File: src/rtl/kc705_ethernet_rgmii_axi_rx_frame_filter.sv
// Byte-wide AXI-Stream RX filter: buffers the Ethernet header, then replays and forwards
// frames for this board (unicast or broadcast) with the configured EtherType; drops the rest.
module kc705_ethernet_rgmii_axi_rx_frame_filter #(
    parameter int HDR_BYTES = 14,
    parameter int CNT_W     = 16
) (
    input  logic             axi_tclk,
    input  logic             axi_tresetn,
    input  logic             enable_filter,
    input  logic [47:0]      local_mac,
    input  logic [15:0]      match_ethertype,
    input  logic [7:0]       rx_axis_tdata,
    input  logic             rx_axis_tvalid,
    input  logic             rx_axis_tlast,
    input  logic             rx_axis_tuser,
    output logic             rx_axis_tready,
    output logic [7:0]       tdata,
    output logic             tvalid,
    output logic             tlast,
    output logic             tuser,
    input  logic             tready,
    output logic [CNT_W-1:0] frame_pass_count,
    output logic [CNT_W-1:0] frame_drop_count
);

    typedef enum logic [1:0] {
        HDR    = 2'd0,
        REPLAY = 2'd1,
        FWD    = 2'd2,
        DROP   = 2'd3
    } state_t;

    localparam logic [3:0] LAST_IDX = 4'(HDR_BYTES - 1);

    state_t             r_state;
    logic [3:0]         r_idx;
    logic [3:0]         r_ridx;
    logic [7:0]         r_hdr [HDR_BYTES];
    logic               r_en_l;
    logic [47:0]        r_mac_l;
    logic [15:0]        r_type_l;
    logic               r_last13;
    logic               r_user13;
    logic               r_rdy_en;
    logic [CNT_W-1:0]   r_pass_cnt;
    logic [CNT_W-1:0]   r_drop_cnt;

    logic               w_hdr_acc;
    logic [47:0]        w_dst;
    logic               w_dst_match;
    logic               w_type_match;
    logic               w_pass;

    function automatic logic [CNT_W-1:0] sat_inc(input logic [CNT_W-1:0] v);
        return (&v) ? v : v + {{(CNT_W-1){1'b0}}, 1'b1};
    endfunction

    // Pass/drop decision; byte 13 comes straight from the input bus
    always_comb begin
        w_hdr_acc    = (r_state == HDR) && r_rdy_en && rx_axis_tvalid;
        w_dst        = {r_hdr[0], r_hdr[1], r_hdr[2], r_hdr[3], r_hdr[4], r_hdr[5]};
        w_dst_match  = (w_dst == r_mac_l) || (w_dst == 48'hFFFF_FFFF_FFFF);
        w_type_match = ({r_hdr[12], rx_axis_tdata} == r_type_l);
        w_pass       = !r_en_l || (w_dst_match && w_type_match);
    end

    // Output steering per state; FWD is a zero-latency pass-through
    always_comb begin
        rx_axis_tready = 1'b0;
        tdata          = 8'h00;
        tvalid         = 1'b0;
        tlast          = 1'b0;
        tuser          = 1'b0;
        case (r_state)
            HDR: begin
                rx_axis_tready = r_rdy_en;
            end
            REPLAY: begin
                tvalid = 1'b1;
                tdata  = r_hdr[r_ridx];
                tlast  = (r_ridx == LAST_IDX) ? r_last13 : 1'b0;
                tuser  = (r_ridx == LAST_IDX) ? r_user13 : 1'b0;
            end
            FWD: begin
                rx_axis_tready = tready;
                tdata          = rx_axis_tdata;
                tvalid         = rx_axis_tvalid;
                tlast          = rx_axis_tlast;
                tuser          = rx_axis_tuser;
            end
            DROP: begin
                rx_axis_tready = r_rdy_en;
            end
            default: begin
                rx_axis_tready = 1'b0;
            end
        endcase
    end

    // Frame state machine, header capture and saturating counters
    always_ff @(posedge axi_tclk or negedge axi_tresetn) begin
        if (!axi_tresetn) begin
            r_state    <= HDR;
            r_idx      <= 4'd0;
            r_ridx     <= 4'd0;
            for (int i = 0; i < HDR_BYTES; i++) begin
                r_hdr[i] <= 8'h00;
            end
            r_en_l     <= 1'b0;
            r_mac_l    <= 48'h0;
            r_type_l   <= 16'h0;
            r_last13   <= 1'b0;
            r_user13   <= 1'b0;
            r_rdy_en   <= 1'b0;
            r_pass_cnt <= {CNT_W{1'b0}};
            r_drop_cnt <= {CNT_W{1'b0}};
        end else begin
            r_rdy_en <= 1'b1;
            case (r_state)
                HDR: begin
                    if (w_hdr_acc) begin
                        r_hdr[r_idx] <= rx_axis_tdata;
                        if (r_idx == 4'd0) begin
                            r_en_l   <= enable_filter;
                            r_mac_l  <= local_mac;
                            r_type_l <= match_ethertype;
                        end else begin
                            r_en_l   <= r_en_l;
                        end
                        if (r_idx == LAST_IDX) begin
                            r_idx    <= 4'd0;
                            r_last13 <= rx_axis_tlast;
                            r_user13 <= rx_axis_tuser;
                            if (w_pass) begin
                                r_state    <= REPLAY;
                                r_ridx     <= 4'd0;
                                r_pass_cnt <= sat_inc(r_pass_cnt);
                            end else begin
                                r_state    <= rx_axis_tlast ? HDR : DROP;
                                r_drop_cnt <= sat_inc(r_drop_cnt);
                            end
                        end else if (rx_axis_tlast) begin
                            // Runt: discard silently and start over
                            r_idx      <= 4'd0;
                            r_drop_cnt <= sat_inc(r_drop_cnt);
                        end else begin
                            r_idx <= r_idx + 4'd1;
                        end
                    end else begin
                        r_idx <= r_idx;
                    end
                end
                REPLAY: begin
                    if (tready) begin
                        if (r_ridx == LAST_IDX) begin
                            r_ridx  <= 4'd0;
                            r_state <= r_last13 ? HDR : FWD;
                        end else begin
                            r_ridx <= r_ridx + 4'd1;
                        end
                    end else begin
                        r_ridx <= r_ridx;
                    end
                end
                FWD: begin
                    if (rx_axis_tvalid && tready && rx_axis_tlast) begin
                        r_state <= HDR;
                    end else begin
                        r_state <= FWD;
                    end
                end
                DROP: begin
                    if (rx_axis_tvalid && rx_axis_tlast) begin
                        r_state <= HDR;
                    end else begin
                        r_state <= DROP;
                    end
                end
                default: begin
                    r_state <= HDR;
                    r_idx   <= 4'd0;
                end
            endcase
        end
    end

    assign frame_pass_count = r_pass_cnt;
    assign frame_drop_count = r_drop_cnt;

endmodule
File: config.mk
export PLATFORM = sky130hd
export DESIGN_NAME = kc705_ethernet_rgmii_axi_rx_frame_filter
export DESIGN_NICKNAME = d
export VERILOG_FILES = /design/src/rtl/kc705_ethernet_rgmii_axi_rx_frame_filter.sv
export SDC_FILE = /design/constraint.sdc
export NUM_CORES = 1
export LEC_CHECK = 0
export ABC_AREA = 1
export CORE_ASPECT_RATIO = 0.5
export CORE_MARGIN = 3
export CORE_UTILIZATION = 64
export CTS_BUF_LIST = sky130_fd_sc_hd__clkbuf_2
export DETAILED_ROUTE_END_ITERATION = 7
export HOLD_SLACK_MARGIN = 0.1
export PLACE_DENSITY = 0.89
export SLEW_MARGIN = 20
export SYNTH_ARGS = -nofsm -noshare
export SYNTH_HDL_FRONTEND = slang
export SYNTH_SLANG_ARGS = --single-unit
File: constraint.sdc
create_clock -name axi_tclk -period 3.2 [get_ports axi_tclk]
set_input_delay 0.64 -clock axi_tclk [delete_from_list [all_inputs] [get_ports axi_tclk]]
set_output_delay 0.64 -clock axi_tclk [all_outputs]
set_load 0.02 [all_outputs]
==> flow_summary.yaml, run 1 <==
worst_setup_path:
  crit_arrival_ns: 2.69
  path_buf_inv: 4
  crit_path_cell_trace: "buf_6 > buf_12 > a21oi_2 > o21ai_1 > o21ai_1 > nand2_1 > o311ai_2 > buf_4 > o211ai_1 > a21oi_2 > buf_6"
  r2r-end: "r_hdr[85]$_DFFE_PN0P_"
  crit_slowest_cell: "dfrtp_1"
  crit_path_start_kind: "register"
  cpLargestDelayFamily: "compound AO/OA/AOI/OAI gates"
  slowest_delay_ns: 0.45
  reg2reg_from: "r_state[1]$_DFFE_PN0P_"
  rr_worst_depth: 8
  rrSetupSlack_ns: 0.73
  worst-path-max-fanout: 7
  end_kind: "output pin"
  critPathLaunch: "r_ridx[0]$_DFFE_PN0P_"
  required_ns: 2.56
  path_class: "reg2out"
yosys:
  yosys_warnings: 0
  avgSynthCellArea_um2: 8.32
  synth_top_area_share_pct: 48.0
  syn-instance-count: 1393
  ys_types: 50
  synth_nets: 1484
  synth_top_cell_by_area: "dfrtp_1"
  synth-seq-cells: 222
  yosys-top-cells-area: "dfrtp_1 48%, nand2_1 11%, o21ai_0 6.7%, a21oi_1 4.9%, inv_1 4.3%"
  seq_area_frac_synth_pct: 48.0
  netlist_area_um2: 11600
sta:
  fin_crit_sh_pct: 104
  tightest_slew_ns: 0.702
  holdWs_ns: 0.363
  rsz0062_at_grt: "true"
  fin_ws_ns: -0.133
  finalSetupTns_ns: -0.857
  setup_viol: 8
  hold_viol_final: 0
  slew_headroom_pct: 53.0
  fmax_mhz: 300
  skew_ns: 0.0411
  slew_violations: 0
  min_period_ns: 3.33
pwr:
  power_density_nw_per_um2: 833
  pwr-share-clk_pct: 15.3
  swShare_pct: 43.2
  p_int_mw: 6.61
  comb_power_share_pct: 43.8
  p_switching_mw: 5.02
  leakage_nw: 6.47
  ir_worst_vdd_mv: 0.486
  power.total_mw: 11.6
  pwr-share-seq_pct: 40.9
status:
  violations: "negative setup slack"
  outcome: "complete, but fails checks"
run:
  cap_violations: 0
die:
  fp.dieW_um: 196
  initial_core_util_pct: 65.9
  die-area_um2: 19800
  die_h_um: 101
  core_um2: 17600
  boundaryPins: 123
  rows: 34
routing:
  drt-vias-per-instance: 5.79
  routedWlPerCell_um: 18.5
  antenna_left: 0
  first_iter_violations: 1000
  vias: 10600
  drt_wl_total_um: 33800
  drcViolationCount: 0
  dr.pass1.iters: 6
clock_network:
  cts_num_sinks: 222
  clk_pin_slew_ns: 0.14
  clockBufferDepth: 3
  clk_latency_ns: 0.83
  ctsRootBufferMaster: "clkbuf_2"
  cts_tree: "yes"
  numCtsBuffers: 49
  htreeDepth: 2
placed_design:
  place_congestion: 0.975
  placed_cells: 1726
  pre_cts_slack_ns: 0.0478
  io_buffers: 122
  place_hpwl_um: 23500
grt:
  gr-usage-all-layers_pct: 34.3
  grt_pass1_vias: 10400
  grt_overflow: 0
  grt_pass1_wl_um: 53800
  antenna_found_initial: 1
  grt_max_degree: 91
cells_and_area:
  n_fill_cell: 1217
  layoutNonFillerInstCount: 1832
  drive_gt1_share_pct: 16.1
  fin_nets: 1650
  final_common_cell: "nand2_1"
  final_cell_mix: "323 x nand2_1, 222 x dfrtp_1, 141 x o21ai_0, 129 x inv_1, 109 x clkdlybuf4s50_1"
  syn_to_final_growth_pct: 20.4
worst_hold_path:
  hold_class: "in2reg"
  min_from: "local_mac[44]"
  holdPathStages: 3
  min_to: "r_mac_l[44]$_DFFE_PN0P_"
## tightest hold or removal path: stages
cell and delay, ns:
clkdlybuf4s50_1 0.40, nand2_1 0.06, o21ai_0 0.06
## flip-flops by register name, summed over array words and instances (netlist names), 2 cells and up
| register | cells |
|---|---|
| r_type_l | 16 |
| frame_pass_count | 16 |
| r_state | 2 |
| r_ridx | 4 |
| r_idx | 4 |
| r_mac_l | 48 |
| r_hdr | 112 |
| frame_drop_count | 16 |
## synthesized netlist by cell type (all sizes together)
| library cell | instances |
|---|---|
| dfrtp | 222 |
| xor2 | 24 |
| nor3 | 19 |
| a32oi | 2 |
| clkinv | 1 |
| conb | 1 |
| o211ai | 6 |
| nor4 | 5 |
| o22ai | 1 |
| o311ai | 11 |
| ha | 12 |
| nand3 | 41 |
| nand2 | 339 |
| a31oi | 1 |
| nor3b | 1 |
| xnor2 | 40 |
| mux2 | 34 |
| nor2 | 118 |
| nand4 | 17 |
| a21boi | 1 |
| o21ai | 176 |
| nand3b | 2 |
| o31a | 1 |
| a211oi | 1 |
| clkbuf | 24 |
| a21oi | 114 |
| buf | 39 |
| inv | 139 |
| or2 | 1 |
## power by group through the flow
stage               logic [mW]  registers (mW)  clock network, mW
floorplan                 3.05            4.49                  0
finish                    5.09            4.76               1.78
detailed placement        4.45            4.75                  0
CTS                       4.92            4.70               1.80
global placement          4.25            4.70                  0
global route              5.57            4.85               1.96
## through the flow
step / area (µm²) / util [%]
2_1_floorplan: 11600 / -
3_3_place_gp: 13200 / 74.9
3_5_place_dp: 13200 / 74.9
4_1_cts: 13900 / 79.0
5_1_grt: 14000 / 79.4
6_report: 14000 / 79.4
## cells by family after synthesis
family / count (synthesis) / synth area share [%]
multiplexers: 34 / 3.30
adder cells (fa/ha/maj): 12 / 1.30
buffers and inverters: 203 / 7.56
AND/OR/NAND/NOR: 543 / 20.4
flip-flops: 222 / 48.0
AO/OA/AOI/OAI: 314 / 14.6
other: 1 / 0.0324
XOR/XNOR: 64 / 4.84
## per-layer routing
layer | part of all wire, % | up-vias | track usage [%]
met4 | 3.5 | 0 | 12.3
met1 | 42 | 5012 | 47.3
li1 | - | 4894 | -
met5 | 0 | - | 1.16
met2 | 43 | 586 | 52.0
met3 | 11 | 119 | 10.7
## area by class of cell
type | count | area [µm²] | share of cell area (%)
sequential | 222 | 5560 | 39.8
multi-input combinational | 968 | 5300 | 38.0
timing repair buffer | 178 | 1840 | 13.2
inverter | 140 | 537 | 3.85
clock buffer | 68 | 340 | 2.44
tap | 234 | 293 | 2.10
clock inverter | 21 | 87.6 | 0.628
antenna | 1 | 2.50 | 0.0179
## timing repair
action                                  4_1_cts  5_1_grt
resized for setup                           105       16
gates cloned                                  4        1
pin swaps                                    22       14
endpoints found under the hold margin        84        0
hold buffers                                  1        0
endpoints found under the setup margin       12       11
setup buffers                                10        0
## worst max path at each step
stage / endpoint / slack [ns] / depth (start not counted)
after detailed placement: tdata[5] / 0.05 / 8
after global placement: tdata[5] / 0.09 / 8
after global routing: tdata[6] / -0.24 / 8
final: tdata[3] / -0.13 / 11
after CTS: tdata[3] / -0.10 / 11
after floorplan: tdata[0] / 0.88 / 6
(Power assumes the default switching activity.)
==> run 2, diff against run 1 <==
--- a/config.mk
+++ b/config.mk
@@ -13,6 +13,7 @@
 export DETAILED_ROUTE_END_ITERATION = 7
 export HOLD_SLACK_MARGIN = 0.1
 export PLACE_DENSITY = 0.89
+export REMOVE_ABC_BUFFERS = 1
 export SLEW_MARGIN = 20
 export SYNTH_ARGS = -nofsm -noshare
 export SYNTH_HDL_FRONTEND = slang
==> run 2 against run 1 <==
  * The run still ends with negative setup slack left
  * First-iteration DRC count up 9.5%
  * Routed wire length is 1.6% lower
  * Sequential power barely moved
  * Setup slack improved by 0.056 ns
  * Flip-flop and latch count unchanged
  * Via count is 1.1% higher
  * Clock skew increased by 0.043 ns
  * Sequential share of layout area up 0.13 points
  * Global-route usage shrank 1.0 points
  * Final cell count down 0.16%
  * Register-to-register slack hardly changed
  * Power decreased by 0.39%
  * Critical path type unchanged
  * Critical endpoint is now tdata[6]
==> flow_summary.yaml, run 2 (same netlist as run 1, synthesis figures left out) <==
cells_and_area:
  seq_area_um2: 5560
  reg_top3: "r_hdr x112, r_mac_l x48"
  largest_register_ffs: 112
  n_fill_cell: 1171
  final_cell_area_um2: 13900
  drive_gt1_share_pct: 16.2
  multi_input_area_um2: 5320
  syn_to_final_growth_pct: 20.1
  final_common_cell: "nand2_1"
  largest_register: "r_hdr"
  fin_nets: 1649
  final_cell_mix: "324 x nand2_1, 219 x dfrtp_1, 144 x o21ai_0, 129 x inv_1, 109 x clkdlybuf4s50_1"
routing:
  drt-vias-per-instance: 5.86
  vias: 10700
  first_iter_violations: 1095
  routedWlPerCell_um: 18.2
  drcViolationCount: 0
  antenna_left: 0
  drt_wl_total_um: 33300
  dr.pass1.iters: 7
pwr:
  leakage_nw: 6.41
  pwr-share-seq_pct: 41.2
  power_density_nw_per_um2: 832
  comb_power_share_pct: 43.3
  p_switching_mw: 4.98
  pwr-share-clk_pct: 15.5
  ir_worst_vdd_mv: 0.487
  swShare_pct: 43.0
  p_int_mw: 6.60
clock_network:
  cts_num_sinks: 222
  clk_pin_slew_ns: 0.15
  clockBufferDepth: 3
  htreeDepth: 2
  ctsRootBufferMaster: "clkbuf_2"
  numCtsBuffers: 50
  cts_tree: "yes"
  clk_latency_ns: 0.83
sta:
  fin_crit_sh_pct: 102
  fin_ws_ns: -0.0762
  holdWs_ns: 0.358
  slew_violations: 0
  rsz0062_at_grt: "true"
  tightest_slew_ns: 0.770
  finalSetupTns_ns: -0.0852
  skew_ns: 0.0843
  setup_viol: 3
  min_period_ns: 3.28
  slew_headroom_pct: 48.7
  hold_viol_final: 0
  fmax_mhz: 305
grt:
  grt_pass1_vias: 10400
  antenna_found_initial: 1
  grt_max_degree: 98
  grt_overflow: 0
  grt_pass1_wl_um: 52700
  gr-usage-all-layers_pct: 33.3
die:
  die_h_um: 101
  die-area_um2: 19800
  boundaryPins: 123
  rows: 34
  fp.dieW_um: 196
  core_um2: 17600
  initial_core_util_pct: 65.9
worst_setup_path:
  crit_slowest_cell: "dfrtp_2"
  end_kind: "output pin"
  worst-path-max-fanout: 5
  crit_path_cell_trace: "inv_4 > buf_6 > buf_16 > a21oi_1 > o311ai_2 > o211ai_1 > a21oi_2 > buf_6"
  crit_path_start_kind: "register"
  critPathMostFrequentCell: "buf_6"
  path_class: "reg2out"
  slowest_delay_ns: 0.47
  crit_arrival_ns: 2.64
  required_ns: 2.56
placed_design:
  dpl_cell_area_um2: 13200
  pre_cts_slack_ns: -0.0616
  place_hpwl_um: 22800
  place_congestion: 0.997
  io_buffers: 122
run:
  cap_violations: 0
worst_hold_path:
  hold_class: "in2reg"
status:
  violations: "negative setup slack"
  outcome: "complete, but fails checks"
run 2: cell count changes in the layout (fill, tap and decap cells not counted), moves of 3 or more:
cell / before / now
clkbuf_2: 68 / 76
clkinv_2: 7 / 1
buf_16: 4 / 1
dfrtp_1: 222 / 219
dfrtp_2: 0 / 3
inv_2: 8 / 5
o21ai_0: 141 / 144
run 2: timing repair:
action	4_1_cts	5_1_grt
gates cloned	1	1
hold buffers	1	0
gates resized for setup	91	37
pin swaps	16	20
hold endpoints to repair	94	0
setup buffers	6	3
setup endpoints to repair	12	10
run 2: final cells by class:
type,instances,area share (%)
inverters,140,3.91
diodes,1,0.0180
repair buffers,176,12.7
well taps,234,2.10
multi-input cells,968,38.2
flip-flops and latches,222,39.9
clock buffers,76,2.73
clock inverters,12,0.333
run 2: metal layers:
metal	up-vias	routed length, µm	track usage [%]
li1	4887	-	-
met3	116	3620	8.51
met4	0	1120	11.5
met2	675	14900	52.9
met1	5049	13700	45.3
met5	-	0	0.926
run 2: power groups by stage:
| stage | clock network [mW] | registers [mW] | logic (mW) |
|---|---|---|---|
| floorplan | 0 | 4.57 | 2.88 |
| global placement | 0 | 4.69 | 4.22 |
| detailed placement | 0 | 4.74 | 4.43 |
| CTS | 1.81 | 4.70 | 4.73 |
| global route | 1.98 | 4.86 | 5.50 |
| finish | 1.80 | 4.77 | 5.01 |
run 2: path summary, 6_finish.rpt:
path                            cells past startpoint  slack (ns)              startpoint                 endpoint
min in group asynchronous                           2        0.44             axi_tresetn    r_hdr[86]$_DFFE_PN0P_
worst max register to register                      7        0.73  r_state[1]$_DFFE_PN0P_    r_hdr[46]$_DFFE_PN0P_
worst min-delay path                                3        0.36           local_mac[15]  r_mac_l[15]$_DFFE_PN0P_
max in group asynchronous                           3        1.81             axi_tresetn  r_mac_l[36]$_DFFE_PN0P_
worst min register to register                      2        0.50    r_user13$_DFFE_PN0P_     r_user13$_DFFE_PN0P_
worst max-delay path                                8       -0.08   r_ridx[0]$_DFFE_PN0P_                 tdata[6]
run 2: worst max-delay path: cells and delay by family (launching register included):
kind	cells	cell delay, ns
flops	1	0.47
buf+inv	4	0.52
compound gates	4	0.86
run 2: metrics by stage:
step / total power, mW / util (%) / cells
2_1_floorplan: 7.45 / - / 1330
3_3_place_gp: 8.91 / 74.9 / 1729
4_1_cts: 11.2 / 78.4 / 1824
6_report: 11.6 / 79.2 / 1829
5_1_grt: 12.3 / 79.2 / 1829
3_5_place_dp: 9.17 / 74.9 / 1729
